$ cat config.mk
export PLATFORM = sky130hd
export DESIGN_NAME = fifo_gray_ptr
export DESIGN_NICKNAME = d
export VERILOG_FILES = /design/src/rtl/fifo_gray_ptr.sv
export SDC_FILE = /design/constraint.sdc
export NUM_CORES = 1
export LEC_CHECK = 0
export CORE_MARGIN = 2
export CORE_UTILIZATION = 37
export DETAILED_ROUTE_END_ITERATION = 16
export MAX_ROUTING_LAYER = met4
export PLACE_DENSITY_LB_ADDON = 0.12
export SLEW_MARGIN = 15
export SYNTH_ARGS = -nofsm -noshare
export SYNTH_HDL_FRONTEND = slang
export SYNTH_SLANG_ARGS = --single-unit
$ cat constraint.sdc
create_clock -name clk -period 2.23 [get_ports clk]
set_clock_uncertainty 0.1 [all_clocks]
set_input_delay 0.446 -clock clk [delete_from_list [all_inputs] [get_ports clk]]
set_output_delay 0.446 -clock clk [all_outputs]
set_load 0.02 [all_outputs]
$ cat src/rtl/fifo_gray_ptr.sv
// Pointer engine for one side of a dual-clock FIFO: local binary/gray pointers,
// remote gray-to-binary conversion, registered full/empty, almost flag and occupancy.
module fifo_gray_ptr #(
  parameter int DEPTH     = 8,
  parameter int AW        = $clog2(DEPTH),
  parameter int SIDE      = 0,
  parameter int ALMOST_TH = 2
) (
  input  logic          clk,
  input  logic          rst,
  input  logic          inc,
  input  logic [AW:0]   remote_gray,
  output logic          accepted,
  output logic [AW-1:0] addr,
  output logic [AW:0]   ptr_bin,
  output logic [AW:0]   ptr_gray,
  output logic          flag,
  output logic          almost_flag,
  output logic [AW:0]   level
);

  localparam logic        RST_FLAG   = (SIDE != 0);
  localparam logic [AW:0] ALMOST_LVL = (SIDE == 0) ? (AW+1)'(DEPTH - ALMOST_TH)
                                                   : (AW+1)'(ALMOST_TH);

  logic [AW:0] bin_q, bin_d;
  logic [AW:0] gray_q, gray_d;
  logic [AW:0] level_q, level_d;
  logic        flag_q, flag_d;
  logic        almost_q, almost_d;
  logic [AW:0] remote_bin;

  assign accepted = inc & ~flag_q;
  assign bin_d    = bin_q + {{AW{1'b0}}, accepted};
  assign gray_d   = bin_d ^ (bin_d >> 1);

  // Each binary bit is the XOR of all gray bits at and above it.
  always_comb begin
    remote_bin     = '0;
    remote_bin[AW] = remote_gray[AW];
    for (int unsigned k = 1; k <= AW; k++) begin
      remote_bin[AW-k] = remote_bin[AW-k+1] ^ remote_gray[AW-k];
    end
  end

  always_comb begin
    flag_d   = RST_FLAG;
    level_d  = '0;
    almost_d = RST_FLAG;
    if (SIDE == 0) begin
      flag_d   = (gray_d == {~remote_gray[AW:AW-1], remote_gray[AW-2:0]});
      level_d  = bin_d - remote_bin;
      almost_d = (level_d >= ALMOST_LVL);
    end else begin
      flag_d   = (gray_d == remote_gray);
      level_d  = remote_bin - bin_d;
      almost_d = (level_d <= ALMOST_LVL);
    end
  end

  always_ff @(posedge clk) begin
    if (rst) begin
      bin_q    <= '0;
      gray_q   <= '0;
      level_q  <= '0;
      flag_q   <= RST_FLAG;
      almost_q <= RST_FLAG;
    end else begin
      bin_q    <= bin_d;
      gray_q   <= gray_d;
      level_q  <= level_d;
      flag_q   <= flag_d;
      almost_q <= almost_d;
    end
  end

  assign addr        = bin_q[AW-1:0];
  assign ptr_bin     = bin_q;
  assign ptr_gray    = gray_q;
  assign flag        = flag_q;
  assign almost_flag = almost_q;
  assign level       = level_q;

endmodule

## After elaboration in Yosys (flattened, before gate mapping)

Cells that the tools add are included.

| storage, ports and cells | value |
|---|---|
| bits in registers | 14 |
| bits in latches | 0 |
| memory bits (writable) | 0 |
| memory bits (read-only) | 0 |
| input bits | 7 |
| output and inout port bits | 18 |
| word-level logic and storage cells | 16 |
| memories | 0 |

| cells by class | value |
|---|---|
| add/subtract/negate cells | 2 |
| $mul | 0 |
| divide/modulo/power cells | 0 |
| magnitude comparators | 1 |
| equality and inequality tests | 1 |
| shifts and indexed selects | 0 |
| muxes and demuxes | 0 |
| bitwise gates (word level) | 7 |
| reductions and logical operators | 0 |

Operators by type and width:

| operator | count |
|---|---|
| 4-bit by 1-bit adder with 4-bit output | 1 |
| 4-bit == test | 1 |
| 4-bit by 3-bit >= comparator with 1-bit output, second input constant | 1 |
| 4-bit subtractor | 1 |
| 4-bit by 3-bit XOR with 4-bit output | 1 |
| 1-bit XOR | 3 |
| 2-bit NOT | 1 |
| 1-bit AND | 1 |
| 1-bit NOT | 1 |

## Logic depth before layout (Yosys ltp)

| logic depth | value |
|---|---|
| depth in word-level cells | 5 |
| gate-level depth with buffers | 9 |
| gate-level depth less buffers | 9 |

## Worst setup path before layout

Ideal clock, no wire load.

| timing path | value |
|---|---|
| path type | input -> register |
| from | input port inc |
| to | register almost_q, in the netlist almost_flag |
| data arrival time | 2305 ps |
| required time | 2009 ps |
| slack | -296 ps |
| cell stages on the path | 9 |
| path buffers | 0 |
| cell sequence | nor2b_1 > ha_1 > ha_1 > xor2_2 > ha_1 > a21oi_1 > o21ai_0 > xnor3_1 > o21ai_0 |

| between the ends | value |
|---|---|
| cells in the longest elaborated chain, start to end | 4 |

RTL lines:

| item | RTL line | RTL |
|---|---|---|
| start, declared | 11 | `input logic inc,` |
| 1-bit AND | 33 | `assign accepted = inc & ~flag_q;` |
| 4-bit by 1-bit adder with 4-bit output | 34 | `assign bin_d = bin_q + {{AW{1'b0}}, accepted};` |
| named net bin_d[2] | 26 | `logic [AW:0] bin_q, bin_d;` |
| 4-bit subtractor | 52 | `level_d = bin_d - remote_bin;` |
| 4-bit by 3-bit >= comparator with 1-bit output | 53 | `almost_d = (level_d >= ALMOST_LVL);` |
| end signal, assigned | 73 | `almost_q <= almost_d;` |
| end, declared | 30 | `logic almost_q, almost_d;` |

The timed path passes the listed nets, and every way through them passes these cells.
A chain may end at the register's enable or synchronous reset.

## Final worst setup path

| timing path | value |
|---|---|
| from | input port inc |
| to | register flag_q, in the netlist flag |

| between the ends | value |
|---|---|
| cells in the longest elaborated chain, start to end | 4 |

RTL lines:

| item | RTL line | RTL |
|---|---|---|
| 1-bit AND | 33 |  |
| 4-bit by 1-bit adder with 4-bit output | 34 |  |
| named net bin_d[2] | 26 |  |
| 4-bit by 3-bit XOR with 4-bit output | 35 | `assign gray_d = bin_d ^ (bin_d >> 1);` |
| 4-bit == test | 51 | `flag_d = (gray_d == {~remote_gray[AW:AW-1], remote_gray[AW-2:0]});` |
| end signal, assigned | 72 | `flag_q <= flag_d;` |
| end, declared | 29 | `logic flag_q, flag_d;` |

The timed path passes the listed nets, and every way through them passes these cells.

==> summary.md <==
| Metric | Value |
|---|---|
| Sw Share | `33.0%` |
| Worst setup slack after layout | `0.0588 ns` |
| Total of max-cap violations | `0` |
| GRT met2 Usage | `26.2%` |
| Port bufs | `24` |
| DP HPWL | `1060 um` |
| Final setup TNS | `0 ns` |
| GRT Total Usage | `16.6%` |
| Min Tclk post-route | `2.17 ns` |
| TritonCTS clock tree | `built` |
| Peak supply drop | `471 uV` |
| Post-synthesis sequential area ratio | `40.5%` |
| Vias in the first global route | `550` |
| Period utilization | `97.4%` |
| Initial antenna violation count | `0` |
| Tot Pwr | `0.814 mW` |
| # IOs | `25` |
| Setup crit start kind | `input pin` |
| CTS Root Cell | `clkbuf_4` |
| RSZ-0062 raised after global routing | `no` |
| Power Dens Cells | `727 mW/mm^2` |
| Final Slew Violations | `0` |
| Netlist Area Pre-Place | `642 um^2` |
| Die Y | `45.7 um` |
| DRT Wirelength | `1360 um` |
| Status | `complete, no violations` |
| Avg WL per Cell | `11.8 um` |
| Clock-pin transition on the worst setup and hold timing paths | `0.08 ns` |
| Logic gate share of total power | `47.5%` |
| H-Tree Depth | `1` |
| Syn Nets | `74` |
| Initial core utilization | `38.4%` |
| Pre-CTS setup slack | `-0.612 ns` |
| Cells after DPL | `109` |
| # DRC | `0` |
| Slew @ Worst Pin | `0.342 ns` |
| Initial DRC count | `4` |
| Final hold violations | `0` |
| Setup violators final | `0` |
| Worst-Skew Late Latency | `0.27 ns` |
| Layout cells sized above 1 | `36.7%` |
| Crit path DAT | `2.24 ns` |
| Clock Tree Buf Depth | `2` |
| Area Growth Syn to Fin | `74.3%` |
| Met3 Usage GRT | `7.14%` |
| Capturing element type of the critical path | `flip-flop` |
| Req. time, crit path | `2.30 ns` |
| Met1 Use GR | `18.9%` |
| Hold/Removal Path Class | `input pin to flip-flop` |
| #FFs+latches synth | `13` |
| Gpl congestion | `0.808` |
| CP Max Fanout | `3` |
| Largest net degree at the start of global routing | `9` |
| # diodes | `0` |
| Vias/cell | `4.65` |
| Drt pass-1 iters | `4` |
| Sequential share of power | `35.0%` |
| Net Sw Power | `0.269 mW` |
| Num rows | `15` |
| Ys Warns | `0` |
| Total vias in the final route | `535` |
| GR peak layer | `met2` |
| First-pass GRT wire length | `2300 um` |
| Syn Area/Cell | `10.5 um^2` |
| CTS Hold Bufs | `0` |
| Post-route ant nets | `0` |
| Non-filler cells, final | `115` |
| Synth unique cells | `19` |
| CTS Sinks | `13` |
| Synth Instances | `61` |
| GRT overflow | `0` |
| Fmax | `0.461 GHz` |
| LEAKAGE | `0.462 nW` |
| Core ar. | `0.00167 mm^2` |
| Crit Path Class | `input pin to flip-flop` |
| Slew margin rel. | `77.1%` |
| Number of nets in the layout | `112` |
| Num CTS Buffers | `3` |
| Internal power | `0.545 mW` |
| DIE AREA | `0.00208 mm^2` |
| Clock power frac | `17.5%` |
| Die X | `45.7 um` |
[critical path, cell delays in order]
cell and delay [ns]:
dlygate4sd2_1 0.23, nor2b_4 0.13, ha_4 0.16, ha_4 0.17
xor2_4 0.20, xor2_2 0.20, or3_4 0.40, a2111oi_4 0.30
[cell families (layout without fill, tap and decap cells)]
kind of cell	count (synthesis)	in the layout	synth area share, %
XOR/XNOR	13	13	22.2
AND/OR/NAND/NOR	17	17	12.7
adder cells (fa/ha/maj)	6	6	12.9
AO/OA/AOI/OAI	4	4	4.68
flip-flops	13	13	40.5
buffers and inverters	8	45	7.02
[sequential cells by signal, indices dropped and copies added, names as in the netlist]
signal / cells
level: 4
ptr_bin: 4
ptr_gray: 3
almost_flag: 1
flag: 1
[power groups by stage]
stage               Combinational (mW)  Clock, mW  Sequential, mW
floorplan                        0.143          0           0.335
global placement                 0.349          0           0.289
detailed placement               0.356          0           0.289
CTS                              0.393      0.146           0.285
global route                     0.422      0.161           0.288
finish                           0.387      0.142           0.285
[repair_timing]
action | CTS | global route
gates cloned | 0 | 0
pin swaps | 5 | 3
setup buffers | 2 | 0
gates resized for setup | 18 | 3
endpoints found under the setup margin | 5 | 1
[placed cells by master, fill, tap and decap left out]
master,netlist,routed
buf_2,0,1
xor2_4,0,1
or3_1,2,1
inv_1,3,1
buf_4,4,14
nor2b_1,2,1
a2111oi_4,0,1
nor2b_4,0,1
ha_1,5,1
fa_2,0,1
clkbuf_1,1,1
nor2_1,10,10
dlygate4sd2_1,0,2
xnor2_4,0,1
a21oi_1,1,1
inv_2,0,2
clkdlybuf4s50_1,0,20
xor2_1,4,2
nand2_1,1,1
dfxtp_1,13,13
clkbuf_2,0,1
xnor3_1,1,1
xnor2_2,0,1
nand3_2,1,1
o21ai_0,2,1
clkbuf_4,0,3
o21ai_1,0,1
ha_4,0,4
xnor2_1,6,4
or3_4,0,1
xor2_2,2,3
nand3_1,1,1
[metrics by stage]
step | cell area (um^2) | utilization (%) | hold slack, ns
final | 1120 | 67.0 | 0.573
after global routing | 1120 | 67.0 | 0.575
after CTS | 1130 | 67.6 | 0.644
after detailed placement | 1020 | 61.3 | 0.618
after global placement | 1020 | 61.3 | 0.614
after floorplan | 707 | - | 0.418
[path summary, 6_finish.rpt]
path | from | to | slack (ns) | cells after the start
min | remote_gray[3] | flag | 0.57 | 4
max reg2reg | flag | flag | 0.15 | 7
max | inc | flag | 0.06 | 8
min reg2reg | ptr_bin[0] | ptr_bin[0] | 0.64 | 3
[cell type report]
| class | count | area, um^2 |
|---|---|---|
| sequential | 13 | 260 |
| fill | 127 | 552 |
| inverter | 3 | 11.3 |
| clock buffer | 4 | 26.3 |
| timing repair buffer | 38 | 333 |
| multi-input combinational | 40 | 467 |
| tap | 17 | 21.3 |
[synthesized netlist by cell type, drive strengths merged]
cell type	n	share of area, %
a2111oi	1	2.3
a21oi	1	0.78
buf	4	4.7
clkbuf	1	0.58
dfxtp	13	41
fa	1	3.1
ha	5	9.7
inv	3	1.8
nand2	1	0.58
nand3	2	2.3
nor2	10	5.8
nor2b	2	1.9
o21ai	2	1.6
or3	2	1.9
xnor2	6	8.2
xnor3	1	3.5
xor2	6	11
[layer usage]
metal  routed length [um]  up-vias
li1                     -      264
met1                  562      246
met2                  699       23
met3                   82        2
met4                   17        0
met5                    0        -
(Power assumes the default switching activity.)
==> variant 1 (config.mk and constraints unchanged) <==
Set the parameter `SIDE` to 1 (it was 0).
--- a/src/rtl/fifo_gray_ptr.sv
+++ b/src/rtl/fifo_gray_ptr.sv
@@ -5,3 +5,3 @@
   parameter int AW        = $clog2(DEPTH),
-  parameter int SIDE      = 0,
+  parameter int SIDE      = 1,
   parameter int ALMOST_TH = 2
Function: changed (a bounded check fails within 4 cycles, from zero or initial values and one cycle with rst high).
==> variant 1 against the original RTL <==
  * Sequential share of layout area decreased by 1.6 points
  * Sequential cell count unchanged
  * Largest power group unchanged
  * Global-route usage grew 0.61 points
  * Synthesized area grew 5.3%
  * Design area grew 7.9%
  * The run now ends with setup timing left
  * Setup slack got worse by 0.094 ns
  * Routed wire length is 13% higher
  * Power shrank 12%
==> variant 1: results (changes against the original RTL) <==
Synthesized Nets - 81 (+9.5%)
layout cell share with drive strength beyond 1 - 0.377 (+0.00985)
GPL Wtd Cong - 0.844 (+4.5%)
cells on worst reg2reg path - 10 (+3)
gr usage total - 0.172 (+0.00614)
Switching Power - 0.219 mW (-19%)
GR Layer Usage met3 - 0.0462 (-0.0253)
largest stage delay on the critical path - 0.49 ns (+0.09 ns)
crit path max-delay cell type - fa_1
Layout fillers - 152 (+20%)
Setup WS post-layout - -0.0351 ns (-0.0939 ns)
largest net degree at the start of global routing - 15 (+6)
grt met2 use - 0.308 (+0.0464)
via-per-instance ratio - 4.36 (-6.3%)
R2R Path Start - flag
GR Util met1 - 0.172 (-0.0169)
vias in the first global route - 564 (+2.5%)
hpwl dp - 1130 µm (+6.3%)
Layout Nets - 127 (+13%)
Reg-to-Reg End - almost_flag
endpoints failing setup - 1 (+1)
First DRT Iteration DRCs - 6 (+2)
Post-synth top cells - 13 x dfxtp_1, 10 x nor2_1, 10 x xnor2_1
Min-Delay Path Class - reg2reg
worst slew pin tran - 0.297 ns (-0.0454 ns)
failing checks - setup timing
unique cell type count in the Yosys netlist - 23 (+4)
post-synthesis sequential area ratio - 0.385 (-0.0203)
status - finished with violations
## variant 1: cell count changes after synthesis, moves of 2 or more
cell,before,now
and3_1,0,2
nor3_1,0,2
xnor2_1,6,10
xor2_2,2,0
## variant 1: kinds of logic (layout without fill, tap and decap cells)
family,count (synthesis),in the layout,synth area share
AND/OR/NAND/NOR,22,22,0.163
XOR/XNOR,15,15,0.206
flip-flops,13,13,0.385
buffers and inverters,8,53,0.0667
AO/OA/AOI/OAI,6,6,0.0759
adder cells (fa/ha/maj),5,5,0.104
## variant 1: power groups by stage
stage	logic [mW]	registers, mW	clock network [mW]
floorplan	0.131	0.305	0
global placement	0.280	0.271	0
detailed placement	0.284	0.271	0
CTS	0.296	0.266	0.149
global route	0.331	0.268	0.159
finish	0.306	0.266	0.147
## variant 1: cell type report
class / count / area share
multi-input combinational: 48 / 0.384
timing repair buffer: 46 / 0.340
sequential: 13 / 0.217
tap: 25 / 0.0259
clock buffer: 4 / 0.0218
inverter: 3 / 0.0114
## variant 1: repair_timing
item                       CTS  global route
gates resized for setup     21             3
setup buffers                4             1
hold buffers                 0             0
pin swaps                   13             7
setup endpoints to repair    5             2
hold endpoints to repair     0             0
## variant 1: how the worst min path moves through the flow
stage | start | end | cells past startpoint | slack, ns
detailed placement | ptr_bin[3] | ptr_bin[3] | 2 | 0.50
finish | ptr_bin[3] | ptr_bin[3] | 2 | 0.52
global placement | ptr_bin[3] | ptr_bin[3] | 2 | 0.50
CTS | ptr_bin[3] | ptr_bin[3] | 2 | 0.53
floorplan | rst | ptr_bin[0] | 1 | 0.42
global route | remote_gray[3] | flag | 5 | 0.55
## variant 1: layer usage
layer / vias up / share of wire
li1: 315 / -
met1: 266 / 0.40
met2: 20 / 0.53
met3: 5 / 0.038
met4: 0 / 0.026
met5: - / 0
## variant 1: critical path, delay by kind of cell
family / cells / cell delay [ns]
adders and majority gates: 2 / 0.69
xor gates and xnor gates: 3 / 0.51
and+or+nand+nor: 1 / 0.38
AOI/OAI and AO/OA: 2 / 0.20
buffers and inverters: 1 / 0.11
## variant 1: through the flow
| step | setup TNS (ns) | setup slack [ns] | instances | hold WS (ns) |
|---|---|---|---|---|
| 2_1_floorplan | -0.506 | -0.288 | 69 | 0.418 |
| 3_3_place_gp | -2.27 | -0.732 | 130 | 0.495 |
| 3_5_place_dp | -2.47 | -0.787 | 130 | 0.501 |
| 4_1_cts | -0.0737 | -0.0602 | 138 | 0.525 |
| 5_1_grt | -0.181 | -0.123 | 139 | 0.546 |
| 6_report | -0.0351 | -0.0351 | 139 | 0.516 |
==> variant 2 (config.mk and constraints unchanged) <==
Without the edit above. Reset style: asynchronous (`rst`), changed in one clocked block.
--- a/src/rtl/fifo_gray_ptr.sv
+++ b/src/rtl/fifo_gray_ptr.sv
@@ -60,3 +60,3 @@
 
-  always_ff @(posedge clk) begin
+  always_ff @(posedge clk or posedge rst) begin
     if (rst) begin
Check against the original RTL: differs if rst is asserted again (counterexample within 4 cycles, from zero or initial values and one cycle with rst high); with rst held inactive, the same outputs for 10 cycles.
==> variant 2 against the original RTL <==
  * Sequential cell count unchanged
  * Global-route usage down 2.6 points
  * Synthesized area up 5.3%
  * Routed wire length down 11%
  * Setup slack better by 0.066 ns
  * Design area down 1.7%
Power is not compared: it rests on default switching activity, and its combinational part moved more than twofold at a synthesized area within 25%.
==> variant 2: results (changes against the original RTL) <==
antenna cells - 0 (unchanged)
first-pass GRT wire length - 1920 µm (-16%)
unique cell type count in the Yosys netlist - 18 (-1)
Synth area leaders - dfrtp_1 48%, ha_1 9.3%, xnor2_1 6.5%
GPL Wtd Cong - 0.805 (-0.38%)
status - finished, final reports clean
Final Hold Slack - 0.380 ns (-0.194 ns)
crit-path max FO - 2 (-1)
Worst path top cell family by delay - adder cells
Post-synth top cells - 13 x dfrtp_1, 7 x inv_1, 5 x ha_1, 5 x xnor2_1, 5 x xor2_1
Worst-path clk slew - 0.09 ns
I/O Buffers - 24 (unchanged)
DR pass1 iterations - 1 (-3)
Num CTS Buffers - 3 (unchanged)
via-per-instance ratio - 4.25 (-8.6%)
Min-Delay Path Class - in2async
crit path max-delay cell type - clkdlybuf4s50_1
Layout fillers - 149 (+17%)
Max VDD drop - 0.824 mV
yosys synthesis warning count - 0 (unchanged)
H-tree levels - 1 (unchanged)
layout cell share with drive strength beyond 1 - 0.297 (-0.0706)
vias in the first global route - 455 (-17%)
ys async rst share - 1.00 (+1.00)
Clock Path Buffers - 2 (unchanged)
largest stage delay on the critical path - 0.49 ns (+0.09 ns)
initial antenna violation count - 0 (unchanged)
Cells after DPL - 112 (+2.8%)
gr usage total - 0.140 (-0.0262)
largest net degree at the start of global routing - 14 (+5)
hpwl dp - 1040 µm (-2.6%)
worst reg2reg setup slack - 0.12 ns (-0.03 ns)
clock root buffer - clkbuf_4
leakage dissipation - 0.507 nW
clock latency on the worst-skew pair - 0.28 ns
data arrival time of the critical path - 2.19 ns (-0.05 ns)
final WL - 1210 µm (-11%)
post-synthesis sequential area ratio - 0.481 (+0.0760)
worst slew pin tran - 0.486 ns (+0.144 ns)
Syn Inst Count - 54 (-11%)
Post-CTS Setup Inserts - 0 (-2)
final std cells w/o fill - 116 (+0.87%)
Synthesized Nets - 67 (-9.5%)
First DRT Iteration DRCs - 0 (-4)
variant 2: kinds of logic after synthesis:
group | Yosys count | synth area share
XOR/XNOR | 13 | 0.213
flip-flops | 13 | 0.481
buffers and inverters | 11 | 0.0833
AND/OR/NAND/NOR | 7 | 0.0630
adder cells (fa/ha/maj) | 6 | 0.122
AO/OA/AOI/OAI | 4 | 0.0370
variant 2: what timing repair did:
action	in CTS	in global routing
setup endpoints to repair	4	1
pin swaps	5	1
gates resized for setup	7	0
variant 2: where the power goes:
group	internal [mW]	switching, mW	total [mW]
Combinational	0.771	0.664	1.44
Sequential	0.376	0.0844	0.461
Clock	0.0665	0.0796	0.146
Total	1.21	0.828	2.04
variant 2: worst paths after layout:
check / end / cells past startpoint / start
max: almost_flag / 7 / remote_gray[1]
min: level[0] / 2 / rst
max reg2reg: almost_flag / 8 / ptr_bin[0]
min reg2reg: ptr_bin[0] / 2 / ptr_bin[0]
max in group asynchronous: flag / 2 / rst
min in group clk: ptr_bin[0] / 2 / ptr_bin[0]
variant 2: per-layer routing:
metal,track usage,up-vias,wire (µm)
met1,0.160,232,483
met4,0.100,0,27
li1,-,239,-
met3,0.0346,4,67
met5,-,-,0
met2,0.214,18,630
variant 2: cell type report:
type,count,share of cell area
clock buffer,3,0.0205
inverter,7,0.0239
multi-input combinational,30,0.325
clock inverter,1,0.00455
timing repair buffer,37,0.300
tap,25,0.0284
sequential,13,0.297
variant 2: worst register-to-register path: stages (launching register included):
cell and delay, ns:
dfrtp_1 0.42, ha_4 0.18, ha_4 0.17, xor2_4 0.19, ha_4 0.28, nand2_1 0.05
o21ai_1 0.16, xor3_1 0.29, a21o_1 0.17
variant 2: stage by stage:
step | area [µm²] | utilization | setup WS [ns]
after floorplan | 733 | - | -0.0178
after global placement | 1070 | 0.621 | -0.406
after detailed placement | 1070 | 0.621 | -0.480
after CTS | 1100 | 0.637 | -0.0613
after global routing | 1100 | 0.637 | 0.000240
final | 1100 | 0.637 | 0.125
